### src/rtl/mdc_acondicionador_entradas.sv
// Input conditioner for maquina_de_cafe: synchronise, debounce and latch coin/selection inputs.
// Optional MDC_TIMEOUT_EN adds an idle counter that auto-refunds a coin left unused.
module mdc_acondicionador_entradas #(
    parameter int DEB_CYCLES     = 4,
    parameter int TIMEOUT_CYCLES = 16
) (
    input  logic       clk,
    input  logic       rst,
    input  logic       coin10_raw,
    input  logic       coin5_raw,
    input  logic       btn_cafe_raw,
    input  logic       btn_te_raw,
    input  logic       agua_raw,
    input  logic       cafe_raw,
    input  logic [2:0] fsm_out,
    output logic       hm,
    output logic       md,
    output logic       mc,
    output logic       bp,
    output logic       bc,
    output logic       bt,
    output logic       ha,
    output logic       hc,
    output logic       coin_reject,
    output logic       timeout_refund
);

    localparam int CW = $clog2(DEB_CYCLES + 1);

    // bit order: coin10, coin5, btn_cafe, btn_te, agua, cafe
    logic [5:0]    raw;
    logic [5:0]    s1, s2, deb, deb_d, rise;
    logic [CW-1:0] cnt [6];

    assign raw  = {cafe_raw, agua_raw, btn_te_raw, btn_cafe_raw, coin5_raw, coin10_raw};
    assign rise = deb & ~deb_d;

    always_ff @(posedge clk or posedge rst) begin
        if (rst) begin
            s1    <= '0;
            s2    <= '0;
            deb   <= '0;
            deb_d <= '0;
            for (int i = 0; i < 6; i++) cnt[i] <= '0;
        end else begin
            s1    <= raw;
            s2    <= s1;
            deb_d <= deb;
            for (int i = 0; i < 6; i++) begin
                if (s2[i] == deb[i]) begin
                    cnt[i] <= '0;
                end else if (cnt[i] == CW'(DEB_CYCLES - 1)) begin
                    deb[i] <= s2[i];
                    cnt[i] <= '0;
                end else begin
                    cnt[i] <= cnt[i] + 1'b1;
                end
            end
        end
    end

    logic c10_r, c5_r, cafe_r, te_r, clr, fire;
    assign c10_r  = rise[0];
    assign c5_r   = rise[1];
    assign cafe_r = rise[2];
    assign te_r   = rise[3];
    assign clr    = (fsm_out != 3'b000);

`ifdef MDC_TIMEOUT_EN
    logic [7:0] idle_cnt;
    logic       idle_run;
    assign idle_run = hm && !bp && !clr;
    assign fire     = idle_run && (idle_cnt == 8'(TIMEOUT_CYCLES - 1));

    always_ff @(posedge clk or posedge rst) begin
        if (rst)                 idle_cnt <= '0;
        else if (!idle_run || fire) idle_cnt <= '0;
        else                     idle_cnt <= idle_cnt + 8'd1;
    end
`else
    // timeout feature compiled out; constant-false
    assign fire = (TIMEOUT_CYCLES < 0);
`endif

    logic hm_n, md_n, mc_n, bp_n, bc_n, bt_n, rej_n, to_n;

    always_comb begin
        hm_n  = hm;
        md_n  = md;
        mc_n  = mc;
        bp_n  = bp;
        bc_n  = bc;
        bt_n  = bt;
        rej_n = 1'b0;
        to_n  = 1'b0;
        if (clr) begin
            // clear first, then a coin arriving this cycle is still taken
            hm_n = 1'b0;
            md_n = 1'b0;
            mc_n = 1'b0;
            bp_n = 1'b0;
            bc_n = 1'b0;
            bt_n = 1'b0;
            if (c10_r || c5_r) begin
                hm_n = 1'b1;
                md_n = c10_r;
                mc_n = ~c10_r;
            end
            rej_n = c10_r & c5_r;
        end else begin
            if (fire) begin
                hm_n = 1'b0;
                md_n = 1'b0;
                mc_n = 1'b0;
                to_n = 1'b1;
            end
            if (c10_r || c5_r) begin
                if (hm) begin
                    rej_n = 1'b1;
                end else begin
                    hm_n  = 1'b1;
                    md_n  = c10_r;
                    mc_n  = ~c10_r;
                    rej_n = c10_r & c5_r;
                end
            end
            if (hm && !bp && !fire && (cafe_r || te_r)) begin
                bp_n = 1'b1;
                bc_n = cafe_r;
                bt_n = ~cafe_r;
            end
        end
    end

    always_ff @(posedge clk or posedge rst) begin
        if (rst) begin
            hm             <= 1'b0;
            md             <= 1'b0;
            mc             <= 1'b0;
            bp             <= 1'b0;
            bc             <= 1'b0;
            bt             <= 1'b0;
            coin_reject    <= 1'b0;
            timeout_refund <= 1'b0;
        end else begin
            hm             <= hm_n;
            md             <= md_n;
            mc             <= mc_n;
            bp             <= bp_n;
            bc             <= bc_n;
            bt             <= bt_n;
            coin_reject    <= rej_n;
            timeout_refund <= to_n;
        end
    end

    assign ha = deb[4];
    assign hc = deb[5];

endmodule

### config.mk
export PLATFORM = sky130hd
export DESIGN_NAME = mdc_acondicionador_entradas
export DESIGN_NICKNAME = d
export VERILOG_FILES = /design/src/rtl/mdc_acondicionador_entradas.sv
export SDC_FILE = /design/constraint.sdc
export NUM_CORES = 1
export LEC_CHECK = 0
export ABC_AREA = 1
export ABC_CLOCK_PERIOD_IN_PS = 1500
export CAP_MARGIN = 10
export CORE_UTILIZATION = 48
export DETAILED_ROUTE_END_ITERATION = 8
export PLACE_DENSITY = 0.77
export RECOVER_POWER = 100
export SLEW_MARGIN = 10
export SYNTH_ARGS = -nofsm -noshare
export SYNTH_HDL_FRONTEND = slang
export SYNTH_SLANG_ARGS = --single-unit
### constraint.sdc
create_clock -name clk -period 1.5 [get_ports clk]
set_input_delay 0.3 -clock clk [delete_from_list [all_inputs] [get_ports clk]]
set_output_delay 0.3 -clock clk [all_outputs]
set_load 0.01 [all_outputs]
==> impl_metrics.ini <==
[outcome]
status = completed

[floorplanning]
rows = 21
fp.coreArea_um2 = 3440
chipWidth_um = 62.6
ios = 21
initial_core_util_pct = 51.3
fp.dieH_um = 62.6
die_area_um2 = 3920

[min_path]
hp-start = s1[5]$_DFF_PP0_
hold_class = flop to flop
min_to = s2[5]$_DFF_PP0_
hold_depth = 0

[timing]
skew_ns = 0.00828
worst_pin_slew_ns = 0.608
grt_setup_unrepaired = false
slew_violations = 0
setup_viol = 0
min_period_ns = 1.46
final_hold_viol_count = 0
relSlewSlack_pct = 59.5
period_share_pct = 97.0
fmax_ghz = 0.687
finalSetupTns_ns = 0

[clock_network]
cts_tree = done
ctsHoldBuffers = 0
cts_buffer_depth = 2
numCtsBuffers = 5
root_buffer = clkbuf_8
clk_latency_ns = 0.29
h-tree-depth = 2
cts.sinks = 47
path_clk_slew_ns = 0.08

[detailed_routing]
drt_pass1_iterations = 4
route.detailed.wl_per_inst_um = 11.6
ant_nets = 0
vias = 1096
totalWireLength_mm = 2.67
drcViolationCount = 0
dr.first_iter.drc_count = 79
vias_per_cell = 4.77

[logic_synthesis]
yosys.area.top_type = dfrtp_1
yosysSeqAreaShare_pct = 66.6
synth_edf_count = 0
syn_area_per_cell_um2 = 11.3
synth-main-ff-cell = dfrtp_1
synth_most_common_cell = dfrtp_1
synthArstFlopShare_pct = 100
synth_fp_nets = 173
ys_top_cells_by_count = dfrtp_1, nand2_1, inv_1
ys_top_cells_by_area = dfrtp_1, nand2_1, ha_1
synth_cells = 156
synth_cell_type_count = 19
synth_top_area_share_pct = 66.6
synth_area_um2 = 1770
synth-seq-cells = 47
yosys_warnings = 0

[critical_path]
cp.arrival_ns = 1.16
crit_path_max_fanout = 1
cp.required_ns = 1.20
r2r_cells = 3
cpPeakStageDelay_ns = 0.53
cp_top_family = buffers and inverters
crit_chain = clkdlybuf4s50_1
end_kind = output port
r2r_setup_slack_ns = 0.46
slowest_stage = clkdlybuf4s50_1
startpoint_type = flop
rr_endpoint = cnt[3]$_DFF_PP0_
critical_path_class = flop to output port
worstReg2RegStart = cnt[3]$_DFF_PP0_
cp_num_buf_inv = 1

[power]
p_per_area_nw_per_um2 = 1650
power_frac_comb_pct = 27.5
switching_share_pct = 31.5
p_leak_nw = 1.05
power.internal_mw = 2.36
power_mw = 3.45
seq_power_share_pct = 51.4
p_sw_mw = 1.09
irDropWorstVdd_mv = 0.973
clockPowerShare_pct = 21.1

[run]
maxCapViolations = 0

[place]
gp_congestion = 0.727
place_area_um2 = 2030
dpl.hpwl_mm = 1.89
portBuffers = 19

[final_layout]
drive_above_1_share_pct = 8.15
postLayoutCellArea_um2 = 2080
diodes = 0
fin_nets = 201
final_core_util_pct = 60.5
synthToLayoutAreaGrowth_pct = 18.0

[global_routing]
grt_pass1_vias = 1243
grt_max_degree = 48
antenna_found_initial = 0
grtUsageTotal_pct = 16.9
grt_overflow = 0
grt_pass1_wl_mm = 5.03
-- layout make-up --
| class | count | area [um2] |
|---|---|---|
| Fill cell | 274 | 1360 |
| Clock inverter | 1 | 5.00 |
| Inverter | 19 | 71.3 |
| Tap cell | 46 | 57.6 |
| Timing Repair Buffer | 22 | 206 |
| Sequential cell | 47 | 1180 |
| Clock buffer | 6 | 82.6 |
| Multi-Input combinational cell | 89 | 484 |
-- flip-flops by register name, summed over array words and instances (netlist names) --
register and cells:
mc 1, md 1, bp 1, bt 1
s2 6, bc 1, deb 6, coin_reject 1
deb_d 4, s1 6, hm 1, cnt 18
-- repair_timing --
item                       in CTS  in global routing
resized for setup               5                  3
setup buffers                   2                  0
setup endpoints to repair       7                  3
-- cell usage in the layout (no fill, tap or decap) --
cell and n:
nand3b_1 1, a21boi_0 1, conb_1 1, buf_4 2
clkinv_2 1, clkinv_1 1, nand4_1 1, nand3_1 11
ha_1 6, nor2_1 8, nand2_1 37, clkbuf_8 6
nor2_4 1, clkbuf_4 1, nand2_2 3, nor3_1 7
o21ai_0 1, clkdlybuf4s25_1 3, inv_1 17, inv_2 1
xnor2_1 6, dfrtp_1 47, nor3b_1 5, dlygate4sd2_1 5
dlygate4sd3_1 7, clkdlybuf4s50_1 4
-- power by group through the flow --
stage / clock (mW) / combinational (mW) / sequential [mW]
after global routing: 0.823 / 1.09 / 1.81
after CTS: 0.763 / 1.00 / 1.78
after global placement: 0 / 0.909 / 1.79
final: 0.728 / 0.948 / 1.77
after detailed placement: 0 / 0.988 / 1.82
after floorplan: 0 / 0.638 / 1.80
-- metal layers --
metal	track usage (%)	up-vias	routed length, um
met1	16.3	527	1070
met5	0	-	0
li1	-	544	-
met3	6.20	6	83
met4	7.85	0	44
met2	31.5	19	1470
-- per-stage QoR --
| step | instances | setup slack [ns] | hold slack (ns) |
|---|---|---|---|
| 2_1_floorplan | 156 | 0.0839 | 0.331 |
| 3_3_place_gp | 221 | 0.207 | 0.332 |
| 3_5_place_dp | 221 | 0.156 | 0.342 |
| 4_1_cts | 230 | 0.00474 | 0.360 |
| 5_1_grt | 230 | 0.0107 | 0.367 |
| 6_report | 230 | 0.0445 | 0.350 |
-- logic make-up (layout without fill, tap and decap cells) --
logic type	count (synthesis)	in the layout	share of synthesized area, %
compound gates	2	2	0.921
xor+xnor	6	6	2.98
fa+ha+maj	6	6	4.25
buf+inv	20	48	4.46
flops	47	47	66.6
other cells	1	1	0.212
simple gates	74	74	20.6
-- worst max path at each step --
stage	start	depth (start not counted)	slack, ns	to
global route	coin_reject$_DFF_PP0_	1	0.01	coin_reject
finish	coin_reject$_DFF_PP0_	1	0.04	coin_reject
global placement	fsm_out[0]	7	0.21	mc$_DFFE_PP0P_
floorplan	rst	1	0.08	bc$_DFFE_PP0P_
CTS	bt$_DFFE_PP0P_	1	0.005	bt
detailed placement	fsm_out[0]	7	0.16	md$_DFFE_PP0P_
Power figures use the tool's default switching activity.
==> variant, RTL diff (same flow settings) <==
Add a define of `MDC_TIMEOUT_EN`.
--- a/src/rtl/mdc_acondicionador_entradas.sv
+++ b/src/rtl/mdc_acondicionador_entradas.sv
@@ -1,4 +1,6 @@
 // Input conditioner for maquina_de_cafe: synchronise, debounce and latch coin/selection inputs.
 // Optional MDC_TIMEOUT_EN adds an idle counter that auto-refunds a coin left unused.
+`define MDC_TIMEOUT_EN
+
 module mdc_acondicionador_entradas #(
     parameter int DEB_CYCLES     = 4,
Formal check against the unedited RTL: same outputs for any inputs over 10 cycles, from zero or initial values and one cycle with rst high; that may be too few to reach the edited logic, so the function may still have changed.
==> variant against the unedited design <==
Sequential power rose by 15%; worst setup slack improved by 0.0052 ns; final cell count rose by 22%; routed wire length rose by 18%; cell area rose by 22%; total power rose by 8.3%; highest routed layer unchanged; area after synthesis rose by 25%; sequential cell count rose by 9; sequential share of layout area fell by 1.2 points.
==> variant: results (changes against the unedited design) <==
Finish
  – # fillers: 373 (+36%)
  – Clock network area share: 0.0306 (-0.0114)
  – Layout cells sized above 1: 0.0965 (+0.0150)
  – Logic inverters: 27 (+8)
  – Register area: 1400 sq um (+19%)
  – Multi-input gates: 115 (+29%)
  – Multi-input gate area: 679 sq um (+40%)
  – Synth-to-Final Area Change: 15.2%
  – Non-CTS buffers: 23 (+4.5%)

STA
  – Worst-Margin Slew: 0.730 ns (+0.122 ns)
  – Clock Skew: 0.0118 ns (+0.00355 ns)
  – Final hold slack: 0.355 ns (+0.00474 ns)

Placement
  – Placed Area: 2500 sq um (+24%)
  – Port Buffers: 20 (+1)
  – DPL Wire Length: 2380 um (+26%)
  – Placed Cells incl. Taps: 273 (+24%)
  – Pre-CTS setup slack: -0.0449 ns (-0.201 ns)

Pwr
  – Cell internal pwr: 2580 uW (+9.1%)
  – Sequential group power: 2030 uW (+15%)
  – Pleak: 0.00125 uW (+19%)
  – IR drop worst, VDD: 0.991 mV (+1.9%)
  – Comb pwr: 953 uW (+0.5%)

Yosys
  – Most frequent cells after synthesis: dfrtp_1 (56), nand2_1 (32), inv_1 (25), nor2_1 (21), nor3_1 (8)
  – Syn Inst Count: 198 (+27%)
  – Ranking of synthesized cells by area: dfrtp_1 (64%), nand2_1 (5.5%), inv_1 (4.3%), ha_1 (4.0%), nor2_1 (3.6%)
  – Net Count, Synth: 216 (+25%)
  – #FFs+latches synth: 56 (+19%)

Global route
  – M1 GR Usage: 0.191 (+0.0280)
  – M2 GR Usage: 0.257 (-0.0585)
  – First-pass GRT wire length: 5810 um (+15%)
  – Pin count of the biggest net entering global routing: 43 (-10%)

Route
  – DR WL/cell: 11.3 um (-2.9%)
  – Met3 WL: 97 um (+17%)
  – Vias: 1,373 (+25%)
  – Routed length on met2: 1550 um (+5.7%)
  – DRT met1 WL: 1440 um (+35%)

Run status
  – Status: completed

Worst setup path
  – Reg2Reg Setup Slack: 0.10 ns (-0.36 ns)

Clocking
  – # Post-CTS Setup Buffers: 0 (-2)

Floorplanning
  – Die ar.: 4860 sq um (+24%)
variant: path summary, 6_finish.rpt:
path | endpoint | cells past startpoint | from
worst max-delay path | coin_reject | 1 | coin_reject$_DFF_PP0_
worst min-delay path | s2[2]$_DFF_PP0_ | 0 | s1[2]$_DFF_PP0_
worst max register to register | bt$_DFFE_PP0P_ | 7 | idle_cnt[0]$_DFF_PP0_
worst min register to register | s2[2]$_DFF_PP0_ | 0 | s1[2]$_DFF_PP0_
max in group asynchronous | s2[5]$_DFF_PP0_ | 3 | rst
min in group asynchronous | deb_d[3]$_DFF_PP0_ | 3 | rst
variant: cells by family (layout without fill, tap and decap cells):
family          after synthesis  in the layout  share of synthesized area
buf+inv                      27             57                     0.0461
simple gates                 87             87                      0.209
flops                        56             56                      0.637
xor+xnor                      8              8                     0.0319
fa+ha+maj                     7              7                     0.0398
mux                           2              2                     0.0102
compound gates               11             11                     0.0256
variant: what timing repair did:
action / CTS / global route
endpoints found under the setup margin: 8 / 1
resized for setup: 8 / 1
pin swaps: 0 / 0
